<file path="config.mk">
export PLATFORM = sky130hd
export DESIGN_NAME = gpr_access_arbiter_flat
export DESIGN_NICKNAME = d
export VERILOG_FILES = /design/src/rtl/gpr_access_arbiter_if.sv /design/src/rtl/gpr_access_arbiter.sv /design/src/flat_wrapper.sv
export SDC_FILE = /design/constraint.sdc
export NUM_CORES = 1
export LEC_CHECK = 0
export BUFFER_PORTS_ARGS = -buffer_cell sky130_fd_sc_hd__buf_2
export CAP_MARGIN = 20
export CORE_UTILIZATION = 39
export DETAILED_ROUTE_END_ITERATION = 8
export GPL_TIMING_DRIVEN = 0
export PLACE_DENSITY = 0.85
export SLEW_MARGIN = 20
export SYNTH_ARGS = -nofsm -noshare
export SYNTH_HDL_FRONTEND = slang
export SYNTH_SLANG_ARGS = --single-unit
</file>
<file path="constraint.sdc">
create_clock -name clk -period 1.6 [get_ports clk]
set_clock_uncertainty 0.15 [all_clocks]
set_input_delay 0.08 -clock clk [delete_from_list [all_inputs] [get_ports clk]]
set_output_delay 0.08 -clock clk [all_outputs]
set_load 0.05 [all_outputs]
</file>
<file path="src/rtl/gpr_access_arbiter_if.sv">
// Bundle of requester-side and GPR-side signals for gpr_access_arbiter.
// slave  : the arbiter's view (samples requests and GPR read data, drives
//          grants, strobes and read data).
// master : the environment's view (requesters plus the GPR itself).
interface gpr_access_arbiter_if #(
    parameter int DATA_W = 14,
    parameter int ADDR_W = 12
);
    // Requester a
    logic              req_a;
    logic              we_a;
    logic [ADDR_W-1:0] addr_a;
    logic [DATA_W-1:0] wdata_a;
    logic              gnt_a;
    logic              rvalid_a;
    // Requester b
    logic              req_b;
    logic              we_b;
    logic [ADDR_W-1:0] addr_b;
    logic [DATA_W-1:0] wdata_b;
    logic              gnt_b;
    logic              rvalid_b;
    // Shared read data and GPR side
    logic [DATA_W-1:0] rdata;
    logic [ADDR_W-1:0] gpr_addr;
    logic [DATA_W-1:0] gpr_data_in;
    logic              gpr_rd;
    logic              gpr_wr;
    logic [DATA_W-1:0] gpr_data_out;
    logic              busy;

    modport slave (
        input  req_a, we_a, addr_a, wdata_a,
        input  req_b, we_b, addr_b, wdata_b,
        input  gpr_data_out,
        output gnt_a, rvalid_a, gnt_b, rvalid_b,
        output rdata, gpr_addr, gpr_data_in, gpr_rd, gpr_wr, busy
    );

    modport master (
        output req_a, we_a, addr_a, wdata_a,
        output req_b, we_b, addr_b, wdata_b,
        output gpr_data_out,
        input  gnt_a, rvalid_a, gnt_b, rvalid_b,
        input  rdata, gpr_addr, gpr_data_in, gpr_rd, gpr_wr, busy
    );
endinterface

</file>
<file path="src/rtl/gpr_access_arbiter.sv">
// Two-requester arbiter in front of a single-port GPR file.
// One access at a time: IDLE latches the winner, ISSUE drives the GPR strobe
// and the grant, RESP (reads only) returns the registered GPR data.
// Optional feature: define GPR_ARB_ROUND_ROBIN_EN for round-robin arbitration
// on contention; otherwise requester a has fixed priority over b.
module gpr_access_arbiter #(
    parameter int DATA_W = 14,
    parameter int ADDR_W = 12
) (
    input  logic clk,
    input  logic rst_n,
    gpr_access_arbiter_if.slave bus
);

    typedef enum logic [1:0] {
        IDLE  = 2'd0,
        ISSUE = 2'd1,
        RESP  = 2'd2
    } state_t;

    state_t            state;
    logic              lat_we;     // latched direction of the access in flight
    logic              lat_b;      // latched winner: 1 = b, 0 = a
    logic [ADDR_W-1:0] lat_addr;
    logic [DATA_W-1:0] lat_wdata;
    logic [DATA_W-1:0] rdata_q;    // last returned read data, held outside RESP
    logic              win_b;      // arbitration result for the current IDLE edge
    logic              win_we;
    logic [ADDR_W-1:0] win_addr;
    logic [DATA_W-1:0] win_wdata;

`ifdef GPR_ARB_ROUND_ROBIN_EN
    logic last_b;                  // 1 = b won the most recent latch

    // Round-robin: on contention the requester that did not win last is chosen.
    always_comb begin
        win_b = bus.req_b & (~bus.req_a | ~last_b);
    end

    // Pointer moves only when an access is actually latched; resets to "b won
    // last" so that a wins the first contention.
    always_ff @(posedge clk or negedge rst_n) begin
        if (!rst_n) begin
            last_b <= 1'b1;
        end else if (state == IDLE && (bus.req_a || bus.req_b)) begin
            last_b <= win_b;
        end
    end
`else
    // Fixed priority: a always beats b.
    always_comb begin
        win_b = bus.req_b & ~bus.req_a;
    end
`endif

    // Mux the winner's request fields.
    // NOTE: every output of an always_comb is assigned on every path, so no
    // latch can be inferred here.
    always_comb begin
        win_we    = win_b ? bus.we_b    : bus.we_a;
        win_addr  = win_b ? bus.addr_b  : bus.addr_a;
        win_wdata = win_b ? bus.wdata_b : bus.wdata_a;
    end

    // Access sequencer with registered grant, strobe and rvalid outputs.
    // NOTE: state is updated with non-blocking assignments so every register
    // sees the pre-edge values of the others, independent of statement order.
    always_ff @(posedge clk or negedge rst_n) begin
        if (!rst_n) begin
            state        <= IDLE;
            lat_we       <= 1'b0;
            lat_b        <= 1'b0;
            lat_addr     <= '0;
            lat_wdata    <= '0;
            rdata_q      <= '0;
            bus.gnt_a    <= 1'b0;
            bus.gnt_b    <= 1'b0;
            bus.rvalid_a <= 1'b0;
            bus.rvalid_b <= 1'b0;
            bus.gpr_rd   <= 1'b0;
            bus.gpr_wr   <= 1'b0;
        end else begin
            case (state)
                IDLE: begin
                    if (bus.req_a || bus.req_b) begin
                        state      <= ISSUE;
                        lat_we     <= win_we;
                        lat_b      <= win_b;
                        lat_addr   <= win_addr;
                        lat_wdata  <= win_wdata;
                        bus.gnt_a  <= ~win_b;
                        bus.gnt_b  <= win_b;
                        bus.gpr_wr <= win_we;
                        bus.gpr_rd <= ~win_we;
                    end
                end
                ISSUE: begin
                    bus.gnt_a  <= 1'b0;
                    bus.gnt_b  <= 1'b0;
                    bus.gpr_wr <= 1'b0;
                    bus.gpr_rd <= 1'b0;
                    if (lat_we) begin
                        state <= IDLE;
                    end else begin
                        state        <= RESP;
                        bus.rvalid_a <= ~lat_b;
                        bus.rvalid_b <= lat_b;
                    end
                end
                RESP: begin
                    // GPR data is valid during RESP; keep it for the hold period.
                    bus.rvalid_a <= 1'b0;
                    bus.rvalid_b <= 1'b0;
                    rdata_q      <= bus.gpr_data_out;
                    state        <= IDLE;
                end
                default: begin
                    state <= IDLE;
                end
            endcase
        end
    end

    // The GPR returns data one cycle after gpr_rd, so rdata passes it straight
    // through during RESP and shows the held copy otherwise.
    assign bus.rdata       = (state == RESP) ? bus.gpr_data_out : rdata_q;
    assign bus.gpr_addr    = lat_addr;
    assign bus.gpr_data_in = lat_wdata;
    assign bus.busy        = (state != IDLE);

endmodule

</file>
<file path="src/flat_wrapper.sv">
// flat-port wrapper written by rule: the top's interface ports become plain ports
module gpr_access_arbiter_flat 
#(
    parameter int DATA_W = 14,
    parameter int ADDR_W = 12
)
  (clk, rst_n, bus_req_a, bus_we_a, bus_addr_a, bus_wdata_a, bus_req_b, bus_we_b, bus_addr_b, bus_wdata_b, bus_gpr_data_out, bus_gnt_a, bus_rvalid_a, bus_gnt_b, bus_rvalid_b, bus_rdata, bus_gpr_addr, bus_gpr_data_in, bus_gpr_rd, bus_gpr_wr, bus_busy);
  gpr_access_arbiter_if #(.DATA_W(DATA_W), .ADDR_W(ADDR_W)) bus_i ();
  input  logic clk;
  input  logic rst_n;
  input wire logic [$bits(bus_i.req_a)-1:0] bus_req_a;
  input wire logic [$bits(bus_i.we_a)-1:0] bus_we_a;
  input wire logic [$bits(bus_i.addr_a)-1:0] bus_addr_a;
  input wire logic [$bits(bus_i.wdata_a)-1:0] bus_wdata_a;
  input wire logic [$bits(bus_i.req_b)-1:0] bus_req_b;
  input wire logic [$bits(bus_i.we_b)-1:0] bus_we_b;
  input wire logic [$bits(bus_i.addr_b)-1:0] bus_addr_b;
  input wire logic [$bits(bus_i.wdata_b)-1:0] bus_wdata_b;
  input wire logic [$bits(bus_i.gpr_data_out)-1:0] bus_gpr_data_out;
  output wire logic [$bits(bus_i.gnt_a)-1:0] bus_gnt_a;
  output wire logic [$bits(bus_i.rvalid_a)-1:0] bus_rvalid_a;
  output wire logic [$bits(bus_i.gnt_b)-1:0] bus_gnt_b;
  output wire logic [$bits(bus_i.rvalid_b)-1:0] bus_rvalid_b;
  output wire logic [$bits(bus_i.rdata)-1:0] bus_rdata;
  output wire logic [$bits(bus_i.gpr_addr)-1:0] bus_gpr_addr;
  output wire logic [$bits(bus_i.gpr_data_in)-1:0] bus_gpr_data_in;
  output wire logic [$bits(bus_i.gpr_rd)-1:0] bus_gpr_rd;
  output wire logic [$bits(bus_i.gpr_wr)-1:0] bus_gpr_wr;
  output wire logic [$bits(bus_i.busy)-1:0] bus_busy;
  assign bus_i.req_a = bus_req_a;
  assign bus_i.we_a = bus_we_a;
  assign bus_i.addr_a = bus_addr_a;
  assign bus_i.wdata_a = bus_wdata_a;
  assign bus_i.req_b = bus_req_b;
  assign bus_i.we_b = bus_we_b;
  assign bus_i.addr_b = bus_addr_b;
  assign bus_i.wdata_b = bus_wdata_b;
  assign bus_i.gpr_data_out = bus_gpr_data_out;
  assign bus_gnt_a = bus_i.gnt_a;
  assign bus_rvalid_a = bus_i.rvalid_a;
  assign bus_gnt_b = bus_i.gnt_b;
  assign bus_rvalid_b = bus_i.rvalid_b;
  assign bus_rdata = bus_i.rdata;
  assign bus_gpr_addr = bus_i.gpr_addr;
  assign bus_gpr_data_in = bus_i.gpr_data_in;
  assign bus_gpr_rd = bus_i.gpr_rd;
  assign bus_gpr_wr = bus_i.gpr_wr;
  assign bus_busy = bus_i.busy;
  gpr_access_arbiter #(.DATA_W(DATA_W), .ADDR_W(ADDR_W)) u_core (.clk(clk), .rst_n(rst_n), .bus(bus_i));
endmodule
</file>
[Word level (Yosys, flattened, before mapping)]
Index checks and enable logic that the tools add are counted.
Word-level totals
  bits in registers: 50
  input bits: 72
  word-level logic and storage cells: 48
Cells by class
  equality and inequality tests: 4
  muxes and demuxes: 19
  bitwise gates (word level): 5
  reductions and logical operators: 8
Operator list (count)
  $mux W14: 2
  $mux W12: 1
  $pmux W1 S2: 6
  $mux W1: 7
  $reduce_and A2 Y1: 3
  $reduce_bool A2 Y1: 3
  $mux W2: 2
  $not A1 Y1: 4
  $pmux W2 S2: 1
  $eq A2 B1 Y1 const B: 1
  $eq A2 B2 Y1 const B: 1
  $logic_not A2 Y1: 1
  $ne A2 B1 Y1 const B: 1
  $ne A2 B2 Y1 const B: 1
  $and A1 B1 Y1: 1
  $logic_or A1 B1 Y1: 1

[Depth between registers and ports, before layout]
  depth in word-level cells: 6
  depth in mapped cells: 7
  gate-level depth less buffers: 4

[Least setup slack after synthesis]
OpenSTA, ideal clock, no wires.
  path kind: reg-to-reg
  start point: register u_core.state[1]
  end point: register u_core.rdata_q[10]
  arrival time: 1.353 ns
  data required time: 1.275 ns
  slack: -0.078 ns
  stages on the path, launching flop included: 6
  path buffers: 3
  period minus slack after synthesis: 1.678 ns
  cell sequence: dfrtp_1 -> buf_4 -> nor2b_1 -> buf_2 -> buf_4 -> mux2_2
On the way
  cells in the longest elaborated chain, start to end: 2
RTL lines
  start, declared: line gpr_access_arbiter.sv:21  | state_t state;
  start signal, assigned: line gpr_access_arbiter.sv:70  | state <= IDLE;
  start signal, assigned: line gpr_access_arbiter.sv:86  | state <= ISSUE;
  start signal, assigned: line gpr_access_arbiter.sv:103  | state <= IDLE;
  $eq A2 B2 Y1
  $mux W14
  named net bus_rdata[10]: line flat_wrapper.sv:24  | output wire logic [$bits(bus_i.rdata)-1:0] bus_rdata;
  end signal, assigned: line gpr_access_arbiter.sv:114  | rdata_q <= bus.gpr_data_out;
  end, declared: line gpr_access_arbiter.sv:26  | logic [DATA_W-1:0] rdata_q;
The timed path passes the listed nets, and every way through them passes these cells.
A chain may end at the register's enable or synchronous reset.

[Final worst setup path]
  start point: register u_core.state[0]
  end point: output port bus_rdata[12]
On the way
  cells in the longest elaborated chain, start to end: 2
RTL lines
  $eq A2 B2 Y1: line gpr_access_arbiter.sv:126  | assign bus.rdata = (state == RESP) ? bus.gpr_data_out : rdata_q;
  $mux W14
  end, declared: line flat_wrapper.sv:24
No other way between the ends.

==> qor.yml <==
critical_path:
  crit_path_top_delay_cell: "dfrtp_2"
  crit_fanout: 10
  critical_path_arrival_ns: 1.65
  ff2ff_setup_slack_ns: -0.17
  start_kind: "flip-flop"
  path_cells: "nor2b_4 > buf_8 > mux2_4 > buf_6"
  worstSetupStartpoint: "u_core.state[0]"
  crit_type: "flip-flop to output pin"
  reg2reg_depth: 7
  cpPeakStageDelay_ns: 0.47
  critPathCapture: "bus_rdata[12]"
  reg2reg_to: "u_core.bus.gpr_addr[2]"
  cp-end-kind: "output pin"
  r2r_start: "u_core.state[1]"
  cp_data_required_time_ns: 1.37
logic_synthesis:
  yosysSeqAreaShare: 0.5889
  synth_area_leader_cell: "dfrtp_1"
  synth_cells: 162
  syn_avg_cell_area_um2: 13.11
  synth_commonest_cells: "50 x dfrtp_1, 26 x a221o_1, 26 x and3_1, 15 x mux2_2, 6 x inv_1"
  synth_cell_types: 25
  yosys_warnings: 0
  synth-seq-cells: 50
  syn-num-nets: 234
  post-synth-top-count-cell: "dfrtp_1"
  synthTopCellsByArea: "dfrtp_1 59%, a221o_1 12%, mux2_2 8.0%, and3_1 7.7%, buf_6 2.1%"
  async_reset_ff_frac: 1.000
  yosysTopAreaCellShare: 0.5889
  synthFlopType: "dfrtp_1"
  syn_area_um2: 2125
  synth_edf_count: 0
layout:
  areaGrowthSynthToFinish_pct: 97.11
  n_fill_cell: 287
  final_nets: 452
  fin_cells: 451
  drive_gt1_frac: 0.5197
  antenna-diode-count: 0
  fin_area_um2: 4188
  postLayoutCoreUtil: 0.8096
placement:
  io_buffers: 118
  dp_slack_ns: -0.1061
  place.gp.congestion: 0.7191
  place_hpwl_um: 3873
  place_inst: 350
  dpl_cell_area_um2: 2870
route:
  first_iter_violations: 162
  viasPerCell: 5.175
  drt_wl_total_um: 8445
  vias: 2334
  dr.pass1.iters: 4
  wl_per_cell_um: 18.73
  drc: 0
  ant_nets: 0
job:
  max-cap-violations: 0
floorplan:
  die_area_um2: 5746
  start_util: 0.4107
  die_y_um: 75.81
  ios: 119
  core_um2: 5172
  placementRows: 26
  die_w_um: 75.81
clocking:
  clk_latency_ns: 0.29
  clock_path_buffers: 2
  cts_tree: "done"
  htreeDepth: 2
  cts_buffers: 5
  path_clk_slew_ns: 0.09
  cts_root_buf: "clkbuf_8"
  cts_sinks: 50
global_route:
  antenna_found_initial: 0
  grt_pass1_vias: 2419
  grt_first_pass_wirelength_um: 11450
  grt_overflow: 0
  grt_max_degree: 51
  grt_use_total: 0.2769
timing:
  setup-tns-final_ns: -5.752
  fmax_mhz: 532.1
  post-route-period-util: 1.175
  finalWorstSetupSlack_ns: -0.2793
  min_period_ns: 1.879
  finalHoldViolCount: 0
  max_slew_margin: 0.5878
  setup-violations-final: 45
  drv_slew: 0
  rsz0062_at_grt: "true"
  worst_pin_slew_ns: 0.6183
power_and_ir_drop:
  power.density_nw_per_um2: 2374
  irDropWorstVdd_mv: 1.365
  p_leak_nw: 2.136
worst_hold_path:
  hp-class: "input port to flip-flop"
  holdPathStages: 3
status:
  violations: "negative setup slack"
  status: "finished, violations left"
worst max-delay path, delay by kind of cell (launching register included):
kind                   cells  cell delay [ns]
multiplexers               1             0.34
flip-flops                 1             0.47
AND/OR/NAND/NOR            1             0.21
buffers and inverters      2             0.34
registers in the layout, summed over array words and instances, names as in the netlist, 2 cells and up:
name / flops
u_core.bus.gpr_addr: 12
u_core.state: 2
u_core.rdata_q: 14
u_core.bus.gpr_data_in: 14
per-layer routing:
metal  vias to the layer above  wire length [um]  track usage  part of all wire
met5                         -                 0            0                 0
met4                         0               187       0.1049             0.022
met3                        25               605      0.06217             0.072
met2                       146              4414       0.5162              0.52
met1                      1119              3237       0.3045              0.38
li1                       1044                 -            -                 -
how the worst min path moves through the flow:
stage / from / endpoint / slack [ns]
after floorplan: rst_n / u_core.bus.gnt_a / -0.37
after CTS: bus_wdata_a[2] / u_core.bus.gpr_data_in[2] / 0.01
after global placement: bus_addr_b[2] / u_core.bus.gpr_addr[2] / 0.16
final: bus_wdata_a[2] / u_core.bus.gpr_data_in[2] / 0.02
after detailed placement: bus_wdata_b[9] / u_core.bus.gpr_data_in[9] / 0.17
after global routing: bus_wdata_a[2] / u_core.bus.gpr_data_in[2] / 0.02
placed cells by master (no fill, tap or decap):
| cell | n |
|---|---|
| a21o_1 | 2 |
| a21oi_2 | 1 |
| a21oi_4 | 1 |
| a221o_1 | 26 |
| a22o_1 | 1 |
| and3_1 | 17 |
| and3_4 | 10 |
| buf_12 | 5 |
| buf_16 | 1 |
| buf_2 | 103 |
| buf_4 | 11 |
| buf_6 | 26 |
| buf_8 | 10 |
| clkbuf_1 | 4 |
| clkbuf_4 | 1 |
| clkbuf_8 | 6 |
| clkinv_2 | 1 |
| clkinvlp_4 | 1 |
| dfrtp_1 | 49 |
| dfrtp_2 | 1 |
| dlygate4sd3_1 | 66 |
| inv_1 | 5 |
| mux2_2 | 1 |
| mux2_4 | 14 |
| nand2_1 | 2 |
| nand2b_4 | 1 |
| nand3b_1 | 2 |
| nor2_1 | 1 |
| nor2_4 | 1 |
| nor2b_1 | 2 |
| nor2b_4 | 1 |
| nor3_1 | 1 |
| o21ai_0 | 2 |
| o21ai_1 | 1 |
| o21ai_2 | 1 |
| o22a_1 | 1 |
| o22ai_1 | 1 |
| or3b_4 | 1 |
cell type report:
type	count	area [um^2]	share of cell area
Multi-Input combinational cell	91	882.1	0.2106
Tap cell	70	87.58	0.02091
Sequential cell	50	1252	0.2991
Timing Repair Buffer	214	1724	0.4117
Inverter	6	26.28	0.006274
Clock inverter	1	5.005	0.001195
Buffer	12	123.9	0.02958
Clock buffer	7	86.33	0.02062
through the flow:
step                      hold slack, ns  power (mW)
after CTS                       0.009661       9.526
after global routing             0.01713       10.32
final                            0.02499       9.942
after global placement            0.1610       7.089
after detailed placement          0.1663       7.213
after floorplan                  -0.3656       6.108
where the power goes:
part           leakage [nW]  internal (mW)  switching, mW
registers             0.611           1.90          0.397
clock network        0.0482          0.349          0.389
logic                  1.48           2.95           3.96
total                  2.14           5.20           4.75
cell families after synthesis:
logic type	after synthesis	share of synthesized area
buffers and inverters	21	0.06125
muxes	15	0.07950
and+or+nand+nor	39	0.1154
AOI/OAI and AO/OA	37	0.1549
DFF	50	0.5889
timing repair:
action                                  4_1_cts  5_1_grt
pin swaps                                    15       13
endpoints found under the setup margin       33       48
hold buffers                                 66        0
gates resized for setup                      62       22
hold endpoints to repair                     90        0
buffers inserted                             22        4
cloned                                        5        1
Note: power is estimated with default switching activity, not from simulation.
